$ cat config.mk
export PLATFORM = sky130hd
export DESIGN_NAME = sprite_render
export DESIGN_NICKNAME = d
export VERILOG_FILES = /design/src/rtl/vga_pkg.sv /design/src/rtl/pos_shadow.sv /design/src/rtl/sprite_render.sv
export SDC_FILE = /design/constraint.sdc
export NUM_CORES = 1
export LEC_CHECK = 0
export CAP_MARGIN = 20
export CORE_AREA = 2 2 105 107
export DETAILED_ROUTE_END_ITERATION = 16
export DIE_AREA = 0 0 107 109
export PLACE_DENSITY_LB_ADDON = 0.3
export SETUP_SLACK_MARGIN = 0.15
export SYNTH_ARGS = -nofsm -noshare
export SYNTH_HDL_FRONTEND = slang
export SYNTH_SLANG_ARGS = --single-unit
$ cat constraint.sdc
create_clock -name clk -period 2.8 [get_ports clk]
set_input_delay 0.84 -clock clk [delete_from_list [all_inputs] [get_ports clk]]
set_output_delay 0.84 -clock clk [all_outputs]
set_load 0.05 [all_outputs]
$ cat src/rtl/vga_pkg.sv
// Shared VGA constants: RGB332 colours, active-area limits and sprite renderer state encoding.
package vga_pkg;

  localparam int unsigned COORD_W = 10;
  localparam int unsigned COLOR_W = 8;
  localparam int unsigned H_ACTIVE = 640;
  localparam int unsigned V_ACTIVE = 480;

  localparam logic [COLOR_W-1:0] RGB_KEY_DEFAULT = 8'hE3;
  localparam logic [COLOR_W-1:0] RGB_BLACK = 8'h00;

  typedef enum logic {
    WAIT_FRAME = 1'b0,
    RUN        = 1'b1
  } render_state_t;

endpackage

$ cat src/rtl/pos_shadow.sv
// Sprite position double-buffer: pending takes writes, active updates only on frame_tick.
module pos_shadow
  import vga_pkg::*;
(
  input  logic               clk,
  input  logic               clr_n,
  input  logic               vsync,
  input  logic [COORD_W-1:0] pos_x,
  input  logic [COORD_W-1:0] pos_y,
  input  logic               pos_we,
  output logic               frame_tick,
  output logic [COORD_W-1:0] act_x,
  output logic [COORD_W-1:0] act_y
);

  logic               vsync_d;
  logic [COORD_W-1:0] pend_x;
  logic [COORD_W-1:0] pend_y;

  // A write coinciding with frame_tick lands in pending; active takes the older value.
  always_ff @(posedge clk or negedge clr_n) begin
    if (!clr_n) begin
      vsync_d    <= 1'b0;
      frame_tick <= 1'b0;
      pend_x     <= '0;
      pend_y     <= '0;
      act_x      <= '0;
      act_y      <= '0;
    end else begin
      vsync_d    <= vsync;
      frame_tick <= vsync_d & ~vsync;
      if (pos_we) begin
        pend_x <= pos_x;
        pend_y <= pos_y;
      end
      if (frame_tick) begin
        act_x <= pend_x;
        act_y <= pend_y;
      end
    end
  end

endmodule

$ cat src/rtl/sprite_render.sv
// Two-stage sprite overlay on the VGA raster with a synchronous sprite ROM.
// Optional colour-key transparency is enabled by defining SPRITE_TRANSPARENCY_EN.
module sprite_render
  import vga_pkg::*;
#(
  parameter int unsigned         SPR_W     = 64,
  parameter int unsigned         SPR_H     = 64,
  parameter logic [COLOR_W-1:0]  KEY_COLOR = RGB_KEY_DEFAULT
) (
  input  logic               clk,
  input  logic               clr_n,
  input  logic               video_on,
  input  logic               hsync,
  input  logic               vsync,
  input  logic [COORD_W-1:0] pixel_x,
  input  logic [COORD_W-1:0] pixel_y,
  input  logic [COORD_W-1:0] pos_x,
  input  logic [COORD_W-1:0] pos_y,
  input  logic               pos_we,
  output logic [11:0]        rom_addr,
  input  logic [COLOR_W-1:0] rom_data,
  input  logic [COLOR_W-1:0] bg_color,
  output logic [COLOR_W-1:0] rgb,
  output logic               hsync_o,
  output logic               vsync_o,
  output logic               frame_tick
);

  localparam int unsigned ADDR_W = 12;
  localparam logic [COORD_W-1:0] H_LIM = COORD_W'(H_ACTIVE);
  localparam logic [COORD_W-1:0] V_LIM = COORD_W'(V_ACTIVE);

  render_state_t      state;
  logic [COORD_W-1:0] act_x;
  logic [COORD_W-1:0] act_y;
  logic [COORD_W:0]   x_end_c;
  logic [COORD_W:0]   y_end_c;
  logic [COORD_W-1:0] dx_c;
  logic [COORD_W-1:0] dy_c;
  logic [ADDR_W-1:0]  addr_c;
  logic               hit_c;
  logic               opaque_c;
  logic               hit_d;
  logic               von_d;
  logic               hs_d;
  logic               vs_d;

  pos_shadow u_pos_shadow (
    .clk        (clk),
    .clr_n      (clr_n),
    .vsync      (vsync),
    .pos_x      (pos_x),
    .pos_y      (pos_y),
    .pos_we     (pos_we),
    .frame_tick (frame_tick),
    .act_x      (act_x),
    .act_y      (act_y)
  );

  // 11-bit end coordinates so sprites near 1023 do not wrap into a false hit.
  assign x_end_c = {1'b0, act_x} + (COORD_W+1)'(SPR_W);
  assign y_end_c = {1'b0, act_y} + (COORD_W+1)'(SPR_H);
  assign dx_c    = pixel_x - act_x;
  assign dy_c    = pixel_y - act_y;
  assign addr_c  = ADDR_W'(32'(dy_c) * SPR_W + 32'(dx_c));

  assign hit_c = video_on
              && (act_x < H_LIM) && (act_y < V_LIM)
              && (pixel_x < H_LIM) && (pixel_y < V_LIM)
              && (pixel_x >= act_x) && ({1'b0, pixel_x} < x_end_c)
              && (pixel_y >= act_y) && ({1'b0, pixel_y} < y_end_c);

`ifdef SPRITE_TRANSPARENCY_EN
  assign opaque_c = (rom_data != KEY_COLOR);
`else
  logic unused_key;
  assign unused_key = ^KEY_COLOR;
  assign opaque_c   = 1'b1;
`endif

  // State, address stage and colour stage; syncs ride alongside to stay aligned with rgb.
  always_ff @(posedge clk or negedge clr_n) begin
    if (!clr_n) begin
      state    <= WAIT_FRAME;
      rom_addr <= '0;
      hit_d    <= 1'b0;
      von_d    <= 1'b0;
      hs_d     <= 1'b0;
      vs_d     <= 1'b0;
      rgb      <= RGB_BLACK;
      hsync_o  <= 1'b0;
      vsync_o  <= 1'b0;
    end else begin
      if (state == WAIT_FRAME && frame_tick) begin
        state <= RUN;
      end
      rom_addr <= hit_c ? addr_c : '0;
      hit_d    <= hit_c;
      von_d    <= video_on;
      hs_d     <= hsync;
      vs_d     <= vsync;
      hsync_o  <= hs_d;
      vsync_o  <= vs_d;
      if (state == WAIT_FRAME || !von_d) begin
        rgb <= RGB_BLACK;
      end else if (hit_d && opaque_c) begin
        rgb <= rom_data;
      end else begin
        rgb <= bg_color;
      end
    end
  end

endmodule

Word-level counts from Yosys, hierarchy flattened
Cells that the tools add are included.
Widths: inputs -> output; s select.
Storage, ports and cells
  bits in latches: 0
  flip-flop bits (word level): 68
  logic and storage cells: 44
  memory bits (read-only): 0
  output and inout bits: 23
  memories kept: 0
  bits in writable memories: 0
  input port bits: 62
Cells by class
  bitwise gates (word level): 3
  multipliers: 0
  equal/unequal tests: 0
  $lt $le $gt $ge: 8
  muxes and demuxes: 3
  $add $sub $neg: 5
  reduce and logical (&&, ||, !) cells: 11
  shift operators: 0
  divide/modulo/power cells: 0
Operators by type and width (number)
  $add 10x7->11 const B: 2
  $lt 10x11->1: 2
  $ge 10x10->1: 2
  $lt 10x10->1 const B: 2
  $lt 10x9->1 const B: 2
  $mux 8: 2
  $add 12x10->12: 1
  $mux 12: 1
  $sub 10x10->10: 1
  $logic_and 1x1->1: 9
  $sub 6x6->6: 1
  $not 1->1: 2
  $and 1x1->1: 1
  $logic_not 1->1: 1
  $logic_or 1x1->1: 1

Logic depth before layout (Yosys ltp)
Gate-level depths: netlist of the first run.
  word-level depth: 10
  gate-level depth with buffers: 15
  mapped depth without buffers: 15

Modules after synthesis
From an unflattened synthesis of the first run, not the netlist that was laid out.
Second synthesis, totals
  cells, all modules: 316
  area, all modules: 3917.5 um^2
By module, submodules not included
  sprite_render: sequential area each 675.6 um^2, instances 1, cells each 229, area an instance 2214.6 um^2
  pos_shadow: sequential area each 1051.0 um^2, instances 1, cells each 87, area an instance 1702.9 um^2

Worst setup path before layout of the first run
No wires, ideal clock.
  kind: input -> register
  start: input pixel_x[0]
  end: register rom_addr[11]
  slack: -0.593 ns
  path buffers: 0
  required time: 2.682 ns
  arrival time: 3.275 ns
  library setup time: 0.118 ns
  stages: 15
  cells stage by stage: inv_1 ha_1 inv_1 fa_1 a211o_1 o211ai_1 a21oi_1 a31oi_1 xnor2_1 ha_1 a21oi_1 nor2b_1 o21bai_1 xor3_1 nor2b_1
On the way
  longest elaborated chain between the ends: 8
  elaborated cells between the ends (all ways): 12
  classes of those cells: 2 x add/sub; 3 x order compare; 1 x mux; 6 x reduce/logical
Ends and longest elaborated chain
  from (decl): line sprite_render.sv:15  | input logic [COORD_W-1:0] pixel_x,
  parallel branches: the longest is 7 deep, another holds $add 12x10->12
  $mux 12 (*): line sprite_render.sv:97  | rom_addr <= hit_c ? addr_c : '0;
  to (signal assigned): line sprite_render.sv:97
  to (decl): line sprite_render.sv:20  | output logic [11:0] rom_addr,
Every way passes the cells marked *.
A chain may end at the register's enable or synchronous reset.

Final worst setup path of the first run
Ends and elaborated chain as after synthesis.

==> results_dict.tcl, run 1 <==
set metrics [dict create \
    status "complete, but fails checks" \
    violations "setup timing" \
    crit_path_end_kind "flip-flop" \
    dp_hpwl_microns 6810 \
    crit_buf_inv 4 \
    p_int_mw 2.43 \
    arrival_ns 3.36 \
    io_pins 85 \
    fillers 919 \
    grt.total_usage 0.165 \
    power.clock.fraction 0.263 \
    vias 2993 \
    clk_latency_ns 0.35 \
    slowest_delay_ns 0.33 \
    cts_tree "done" \
    layout_common_cells "68 x dfrtp_1, 64 x clkdlybuf4s50_1, 59 x buf_4, 30 x inv_1, 25 x o21ai_0" \
    worst_pin_slew_ns 0.507 \
    min_period_ns 3.12 \
    slowest_stage "fa_2" \
    yosys_warnings 0 \
    synth_ff_type "dfrtp_1" \
    rsz0062_at_grt "true" \
    dpl_worst_slack_ns -1.16 \
    clkSlewWorstSetupHoldPaths_ns 0.08 \
    io_buffers 84 \
    min-delay-path-class "flip-flop to flip-flop" \
    p_leak_nw 2.59 \
    fp.dieW_microns 107 \
    p_comb_frac 0.422 \
    first_global_vias 3159 \
    coreArea_sq_um 10600 \
    p_switching_mw 1.12 \
    post-route-util 0.542 \
    sw_frac_of_total 0.316 \
    place_congestion 0.889 \
    setup.worst_path.start_class "input port" \
    routedWlPerCell_microns 14.0 \
    final.setup.worst_slack_ns -0.319 \
    cts_made_buffers 9 \
    dp.cells 605 \
    synth_cells 334 \
    diodes 0 \
    syn-cell-area_sq_um 3640 \
    dieHeight_microns 109 \
    async_flop_share 1.00 \
    mostFrequentLayoutCell "dfrtp_1" \
    fmax_mhz 321 \
    post-route-period-util 1.11 \
    synth-seq-cells 68 \
    synth.net_count 433 \
    reg2reg_depth 14 \
    seq_power_share 0.315 \
    cp_top_family "compound AO/OA/AOI/OAI gates" \
    drt_wl_total_microns 8880 \
    setup_viol 4 \
    drt-pass1-iter-count 4 \
    cp_cell_sequence "buf_8 -> inv_12 -> ha_4 -> inv_2 -> fa_2 -> a211o_1 -> o211ai_1 -> a21oi_2 -> buf_4 -> xnor2_2 -> ha_2 -> a21o_1 -> a21oi_4 -> nor2b_4 -> o21bai_1 -> xor3_1 -> nor2b_1" \
    grt_max_degree 40 \
    cts_buffer_depth 2 \
    fin_cells 635 \
    avgSynthCellArea_sq_um 10.9 \
    viasPerCell 4.71 \
    finClkSkew_ns 0.00696 \
    antenna_found_initial 0 \
    grt.overflow.total 0 \
    worstSetupPathType "input port to flip-flop" \
    holdPathStages 0 \
    die-area_sq_um 11700 \
    timing.hold.ws_ns 0.352 \
    drv_cap 0 \
    postCtsHoldBufs 0 \
    synth.yosys.seq_area_share 0.468 \
    yosys.area.top_type "dfrtp_1" \
    ant_nets 0 \
    area_growth_syn_to_layout_pct 57.9 \
    synth_top_area_frac 0.468 \
    drc 0 \
    required_ns 3.05 \
    slew_violations 0 \
    layout.nets 589 \
    synth_edf_count 0 \
    cp.depth 17 \
    ys_types 45 \
    drtIter0Drc 66 \
    cts.sinks 68 \
    initial_core_util 0.343 \
    crit_fanout 2 \
    power_density_nw_per_um2 617 \
    root_buffer "clkbuf_8" \
    synthTopCellsByArea "dfrtp_1 47%, ha_1 12%, mux2_2 6.8%, o21ai_0 3.6%, inv_1 3.5%" \
    row_count 38 \
    maxSlewHeadroom 0.661 \
    hold_violations 0 \
    htreeDepth 3 \
    peakVddDrop_v 0.000276 \
    grt_pass1_wl_microns 14900 \
    drive_gt1_frac 0.329 \
]
[flip-flops by register name, indices dropped and copies added (netlist names)]
name / cells
hsync_o: 1
u_pos_shadow.frame_tick: 1
hs_d: 1
hit_d: 1
u_pos_shadow.vsync_d: 1
vsync_o: 1
von_d: 1
rom_addr: 12
u_pos_shadow.pend_x: 10
u_pos_shadow.pend_y: 10
u_pos_shadow.act_x: 10
rgb: 8
state: 1
u_pos_shadow.act_y: 10
[logic make-up (layout without fill, tap and decap cells)]
family	after synthesis	after routing	synth area share
xor+xnor	14	14	0.0378
simple gates	77	77	0.103
mux	31	31	0.0928
buf+inv	42	203	0.0454
compound gates	65	65	0.120
fa+ha+maj	37	37	0.133
flops	68	68	0.468
[timing repair]
| action | 4_1_cts | 5_1_grt |
|---|---|---|
| pin swaps | 37 | 24 |
| setup endpoints to repair | 13 | 13 |
| gates cloned | 0 | 0 |
| buffers inserted | 7 | 7 |
| resized for setup | 59 | 31 |
[through the flow]
step | TNS, ns | total power, mW | cell area [sq um]
floorplan | -1.02 | 1.85 | 3720
global placement | -8.30 | 2.32 | 5140
detailed placement | -8.57 | 2.36 | 5140
CTS | -0.918 | 3.45 | 5550
global route | -1.11 | 3.79 | 5750
finish | -0.653 | 3.54 | 5750
[layout make-up]
cell class / count / area [sq um] / area share
multi-input combinational: 224 / 2080 / 0.362
sequential: 68 / 1700 / 0.296
timing repair buffer: 153 / 1420 / 0.247
tap: 140 / 175 / 0.0305
inverter: 34 / 140 / 0.0244
clock buffer: 10 / 138 / 0.0240
clock inverter: 6 / 95.1 / 0.0166
[synth_stat cells, drive strengths merged, types with 2 or more instances]
library cell / instances
a21oi: 9
o31a: 2
nor3: 3
a21o: 6
inv: 34
a211oi: 4
buf: 2
nand3: 6
o32ai: 2
nand2: 24
a31oi: 2
xnor2: 10
ha: 34
or2: 2
mux2: 22
nor2: 23
clkbuf: 6
o21a: 3
o21bai: 2
nor2b: 6
o211ai: 2
dfrtp: 68
nand4: 5
or3: 2
o21ai: 26
fa: 3
xor2: 3
mux2i: 9
[layer usage]
metal / routed length [microns] / track usage / up-vias
li1: - / - / 1474
met1: 3800 / 0.192 / 1429
met2: 4440 / 0.290 / 77
met3: 441 / 0.0347 / 13
met4: 189 / 0.0770 / 0
met5: 0 / 0 / -
[path summary, 6_finish.rpt]
kind / from / end / slack (ns)
setup / recovery: pixel_x[0] / rom_addr[11] / -0.32
hold / removal: hs_d / hsync_o / 0.35
setup reg to reg: u_pos_shadow.act_x[1] / rom_addr[11] / -0.21
hold reg to reg: hs_d / hsync_o / 0.35
max in group asynchronous: clr_n / u_pos_shadow.pend_x[9] / 1.85
min in group asynchronous: clr_n / rom_addr[0] / 0.42
[power groups by stage]
stage	Combinational, mW	Sequential (mW)	Clock, mW
global route	1.65	1.13	1.01
CTS	1.36	1.12	0.965
finish	1.50	1.12	0.931
detailed placement	1.22	1.14	0
global placement	1.19	1.13	0
floorplan	0.688	1.16	0
Note: power is estimated with default switching activity, not from simulation.
==> run 2: changes to the inputs <==
--- a/config.mk
+++ b/config.mk
@@ -6,9 +6,9 @@
 export NUM_CORES = 1
 export LEC_CHECK = 0
 export CAP_MARGIN = 20
-export CORE_AREA = 2 2 105 107
+export CORE_AREA = 2 2 93 95
 export DETAILED_ROUTE_END_ITERATION = 16
-export DIE_AREA = 0 0 107 109
+export DIE_AREA = 0 0 95 97
 export PLACE_DENSITY_LB_ADDON = 0.3
 export SETUP_SLACK_MARGIN = 0.15
 export SYNTH_ARGS = -nofsm -noshare
==> run 2 against run 1 <==
Net effect: the run still ends with setup timing left; fmax decreased by 4.9%; count of clock-buffer cells in the layout decreased by 1; sequential share of layout area increased by 1.1 points; power decreased by 5.4%; register-to-register slack got worse by 0.14 ns; critical path depth decreased by 1; routed wire length increased by 2.2%; die area decreased by 21%.
==> results_dict.tcl, run 2 (synthesized netlist as in run 1, its figures left out) <==
set metrics [dict create \
    dpl_cell_area_sq_um 5050 \
    required_ns 3.03 \
    min-delay-path-class "flip-flop to flip-flop" \
    layout.nets 585 \
    dpl_worst_slack_ns -1.25 \
    arrival_ns 3.51 \
    grt_pass1_wl_microns 14800 \
    cts_buffer_depth 2 \
    drt-pass1-iter-count 6 \
    drtIter0Drc 134 \
    rsz0062_at_grt "true" \
    dp.cells 566 \
    antenna_found_initial 0 \
    postCtsHoldBufs 0 \
    coreArea_sq_um 8130 \
    fin_area_sq_um 5550 \
    clk_latency_ns 0.34 \
    grt_max_degree 69 \
    setup.worst_path.start_class "input port" \
    diodes 0 \
    cts.sinks 68 \
    p_switching_mw 1.10 \
    ant_nets 0 \
    top_register "rom_addr" \
    io_pins 85 \
    htreeDepth 3 \
    slowest_stage "fa_2" \
    power_mw 3.35 \
    cts_tree "done" \
    violations "setup timing" \
    min_period_ns 3.28 \
    row_count 33 \
    timing.hold.ws_ns 0.353 \
    place_congestion 0.867 \
    p_leak_nw 2.50 \
    crit_fanout 3 \
    cp_cell_sequence "buf_8 -> inv_12 -> ha_4 -> inv_2 -> fa_2 -> a211o_1 -> o211ai_1 -> a21oi_2 -> a31oi_1 -> xnor2_1 -> ha_1 -> a21oi_2 -> nor2b_1 -> o21bai_1 -> xor3_1 -> nor2b_1" \
    power.clock.fraction 0.244 \
    drc 0 \
    die-area_sq_um 9220 \
    peakVddDrop_v 0.000307 \
    final.setup.worst_slack_ns -0.480 \
    dieHeight_microns 97 \
    slowest_delay_ns 0.34 \
    clkSlewWorstSetupHoldPaths_ns 0.07 \
    initial_core_util 0.447 \
    fp.dieW_microns 95 \
    setup_viol 4 \
    status "complete, but fails checks" \
    crit_path_end_kind "flip-flop" \
    p_int_mw 2.25 \
    maxSlewHeadroom 0.654 \
    worstSetupPathType "input port to flip-flop" \
    fin_cells 596 \
    drv_cap 0 \
    hold_violations 0 \
    vias 3034 \
    power_density_nw_per_um2 604 \
    drive_gt1_frac 0.316 \
    p_comb_frac 0.421 \
    layout_common_cells "66 x dfrtp_1, 66 x clkdlybuf4s50_1, 59 x buf_4, 31 x inv_1, 25 x o21ai_0" \
    root_buffer "clkbuf_8" \
    grt.total_usage 0.208 \
    seq_power_share 0.334 \
    viasPerCell 5.09 \
    area_growth_syn_to_layout_pct 52.4 \
    drt_wl_total_microns 9070 \
    largest_reg_flops 12 \
    dp_hpwl_microns 6360 \
    io_buffers 84 \
    cts_made_buffers 9 \
    sw_frac_of_total 0.328 \
    post-route-period-util 1.17 \
    slew_violations 0 \
    fillers 619 \
    grt.overflow.total 0 \
    finClkSkew_ns 0.0111 \
    fmax_mhz 305 \
    worst_pin_slew_ns 0.517 \
    first_global_vias 3113 \
    routedWlPerCell_microns 15.2 \
]
-- run 2: repair_timing --
item / CTS / global route
cloned: 1 / 0
pin swaps: 34 / 14
setup buffers: 8 / 5
setup endpoints to repair: 13 / 13
gates resized for setup: 57 / 16
-- run 2: power groups by stage --
| stage | sequential, mW | combinational, mW | clock, mW |
|---|---|---|---|
| after detailed placement | 1.14 | 1.19 | 0 |
| after global routing | 1.13 | 1.54 | 0.887 |
| after global placement | 1.13 | 1.15 | 0 |
| final | 1.12 | 1.41 | 0.819 |
| after CTS | 1.12 | 1.36 | 0.836 |
| after floorplan | 1.16 | 0.688 | 0 |
-- run 2: area by class of cell --
class                      count  area [sq um]  area share
sequential                    68          1700       0.307
multi-input combinational    225          2040       0.367
timing repair buffer         148          1340       0.241
clock inverter                 7          75.1      0.0135
inverter                      34           140      0.0253
tap                          105           131      0.0237
clock buffer                   9           124      0.0223
-- run 2: worst paths after layout --
kind	startpoint	endpoint	slack (ns)	cells after the start
max reg2reg	u_pos_shadow.act_x[1]	rom_addr[11]	-0.35	14
max	pixel_x[0]	rom_addr[11]	-0.48	16
min	hs_d	hsync_o	0.35	0
min in group asynchronous	clr_n	rom_addr[10]	0.52	2
min reg2reg	hs_d	hsync_o	0.35	0
max in group asynchronous	clr_n	u_pos_shadow.act_y[8]	1.98	2
-- run 2: critical path: cells and delay by family --
| family | cells | cell delay (ns) |
|---|---|---|
| simple gates | 2 | 0.22 |
| compound gates | 6 | 1.11 |
| fa+ha+maj | 3 | 0.75 |
| xor+xnor | 2 | 0.40 |
| buf+inv | 3 | 0.19 |
-- run 2: metrics by stage --
step | setup TNS (ns) | util
after floorplan | -1.02 | -
after global placement | -8.10 | 0.621
after detailed placement | -8.97 | 0.621
after CTS | -1.09 | 0.673
after global routing | -1.73 | 0.682
final | -1.05 | 0.682
-- run 2: routing by layer --
metal  global-route usage  vias to the layer above  wire (microns)
met5                    0                        -               0
met4               0.0658                        0             117
met3               0.0452                       10             446
met2                0.349                       80            4630
met1                0.264                     1478            3880
li1                     -                     1466               -
==> RTL change (flow settings as in run 2) <==
Set the parameter `SPR_H` to 32 (it was 64).
--- a/src/rtl/sprite_render.sv
+++ b/src/rtl/sprite_render.sv
@@ -4,7 +4,7 @@
   import vga_pkg::*;
 #(
   parameter int unsigned         SPR_W     = 64,
-  parameter int unsigned         SPR_H     = 64,
+  parameter int unsigned         SPR_H     = 32,
   parameter logic [COLOR_W-1:0]  KEY_COLOR = RGB_KEY_DEFAULT
 ) (
   input  logic               clk,
Check against the original RTL: not equivalent (a bounded check fails within 4 cycles, from zero or initial values).
==> RTL change against run 2 <==
- the flow still finishes with violations (negative setup slack)
- via count increased by 0.36%
- design area decreased by 0.70%
- first-iteration DRC count is 27% lower
- worst setup slack lost 25 ps
- total power increased by 0.28%
- wire length is 4.5% lower
- cell count increased by 1.5%
- fmax fell by 0.76%
- sequential cell count is the same
- critical path depth increased by 1
- die area stayed put
- synthesized cell count up 2.4%
- area after synthesis increased by 1.2%
==> RTL change: results (changes against run 2) <==
| Metric | Value |
|---|---|
| Clock-cell share of area | 0.03816 (+0.002297) |
| Synth top cells by count | dfrtp_1 (68), ha_1 (35), inv_1 (32) |
| Vias in the first global route | 3,147 (+1.1%) |
| R2r setup slk | -290 ps (+60 ps) |
| DP Area | 0.005074 mm² (+0.45%) |
| Non-clk buf share | 0.2481 (+0.007374) |
| WL final | 8663 µm (-4.5%) |
| Area taken by flip-flops and latches | 0.001702 mm² (-0.15%) |
| Metal-1 WL | 3693 µm (-4.8%) |
| Final clock skew | 15.41 ps (+4.342 ps) |
| R2r startpoint | u_pos_shadow.act_x[0] |
| Multi-input combinational area share | 0.3569 (-0.01036) |
| Peak supply drop | 0.0002989 V (-2.5%) |
| Syn_nets | 442 (+2.1%) |
| Worst R2R Path Depth | 15 (+1) |
| DRT iter0 DRCs | 98 (-27%) |
| RR Endpoint | rom_addr[11] |
| DR WL met2 | 4435 µm (-4.2%) |
| Clock Latency Late Sink | 360 ps (+20 ps) |
| Non-CTS buffers | 150 (+1.4%) |
| HP Start | hs_d |
| Global Route Usage Sum | 0.2005 (-0.007027) |
| P&R area growth vs syn | 49.52% |
| Grt met3 use | 0.02804 (-0.01713) |
| Clock buffers | 11 (+2) |
| Count of multi-input gates | 234 (+4.0%) |
| Fraction of layout cells with a size suffix above 1 | 0.2740 (-0.04168) |
| Ys flop type | dfrtp_1 |
| Slew @ Worst Pin | 505.9 ps (-10.91 ps) |
| Switching share of power | 0.3172 (-0.01099) |
| First-pass GRT wire length | 14,320 µm (-3.3%) |
| Met2 Usage GRT | 0.3448 (-0.004364) |
| Inverters | 32 (-5.9%) |
| Clock sinks | 68 (unchanged) |
| Violated checks | negative setup slack |
| Fillers | 596 (-3.7%) |
| Fraction of area in registers | 0.3090 (+0.001710) |
| CP max stage delay | 390 ps (+50 ps) |
| Gate power share | 0.412 (-0.009) |
| Final worst slack | -504.9 ps (-25.06 ps) |
| Critical Path Fanout Max | 2 (-1) |
| Final setup viols | 13 (+9) |
| Status | complete, but fails checks |
| Vias | 3,045 (+0.36%) |
| Clock Pin Slew Worst Setup and Hold Paths | 90 ps (+20 ps) |
| WL met3 | 325 µm (-27%) |
| Yosys cell types | 47 (+4.4%) |
| Uppermost layer routed | met4 |
| Post-Route Setup TNS | -2719 ps (-1671 ps) |
| Register area share after synthesis | 0.4620 (-0.005719) |
| Fin nets | 595 (+1.7%) |
| Leakage power | 2.495 nW (-0.36%) |
| DP HPWL | 6336 µm (-0.39%) |
[RTL change: cell types whose count changed after synthesis, sizes merged, moves of 3 or more]
cell,before,now
a21oi,9,12
nand2,24,21
nor3,3,8
nand3,6,9
nor2,23,28
[RTL change: cell families after synthesis]
family / count (synthesis) / synth area share
AOI/OAI and AO/OA: 65 / 0.1189
xor gates and xnor gates: 13 / 0.03499
adders and majority gates: 38 / 0.1352
buffers and inverters: 40 / 0.04280
DFF: 68 / 0.4620
muxes: 30 / 0.08900
and+or+nand+nor: 88 / 0.1172
[RTL change: timing repair]
| item | 4_1_cts | 5_1_grt |
|---|---|---|
| pin swaps | 15 | 10 |
| buffers inserted | 12 | 1 |
| resized for setup | 27 | 5 |
| endpoints found under the setup margin | 13 | 13 |
[RTL change: metrics by stage]
step                worst slack (ps)  utilization  cells
global route                  -625.2       0.6771    605
global placement               -1176       0.6238    576
detailed placement             -1243       0.6238    576
finish                        -504.9       0.6771    605
CTS                           -445.5       0.6704    604
floorplan                     -492.3            -    342
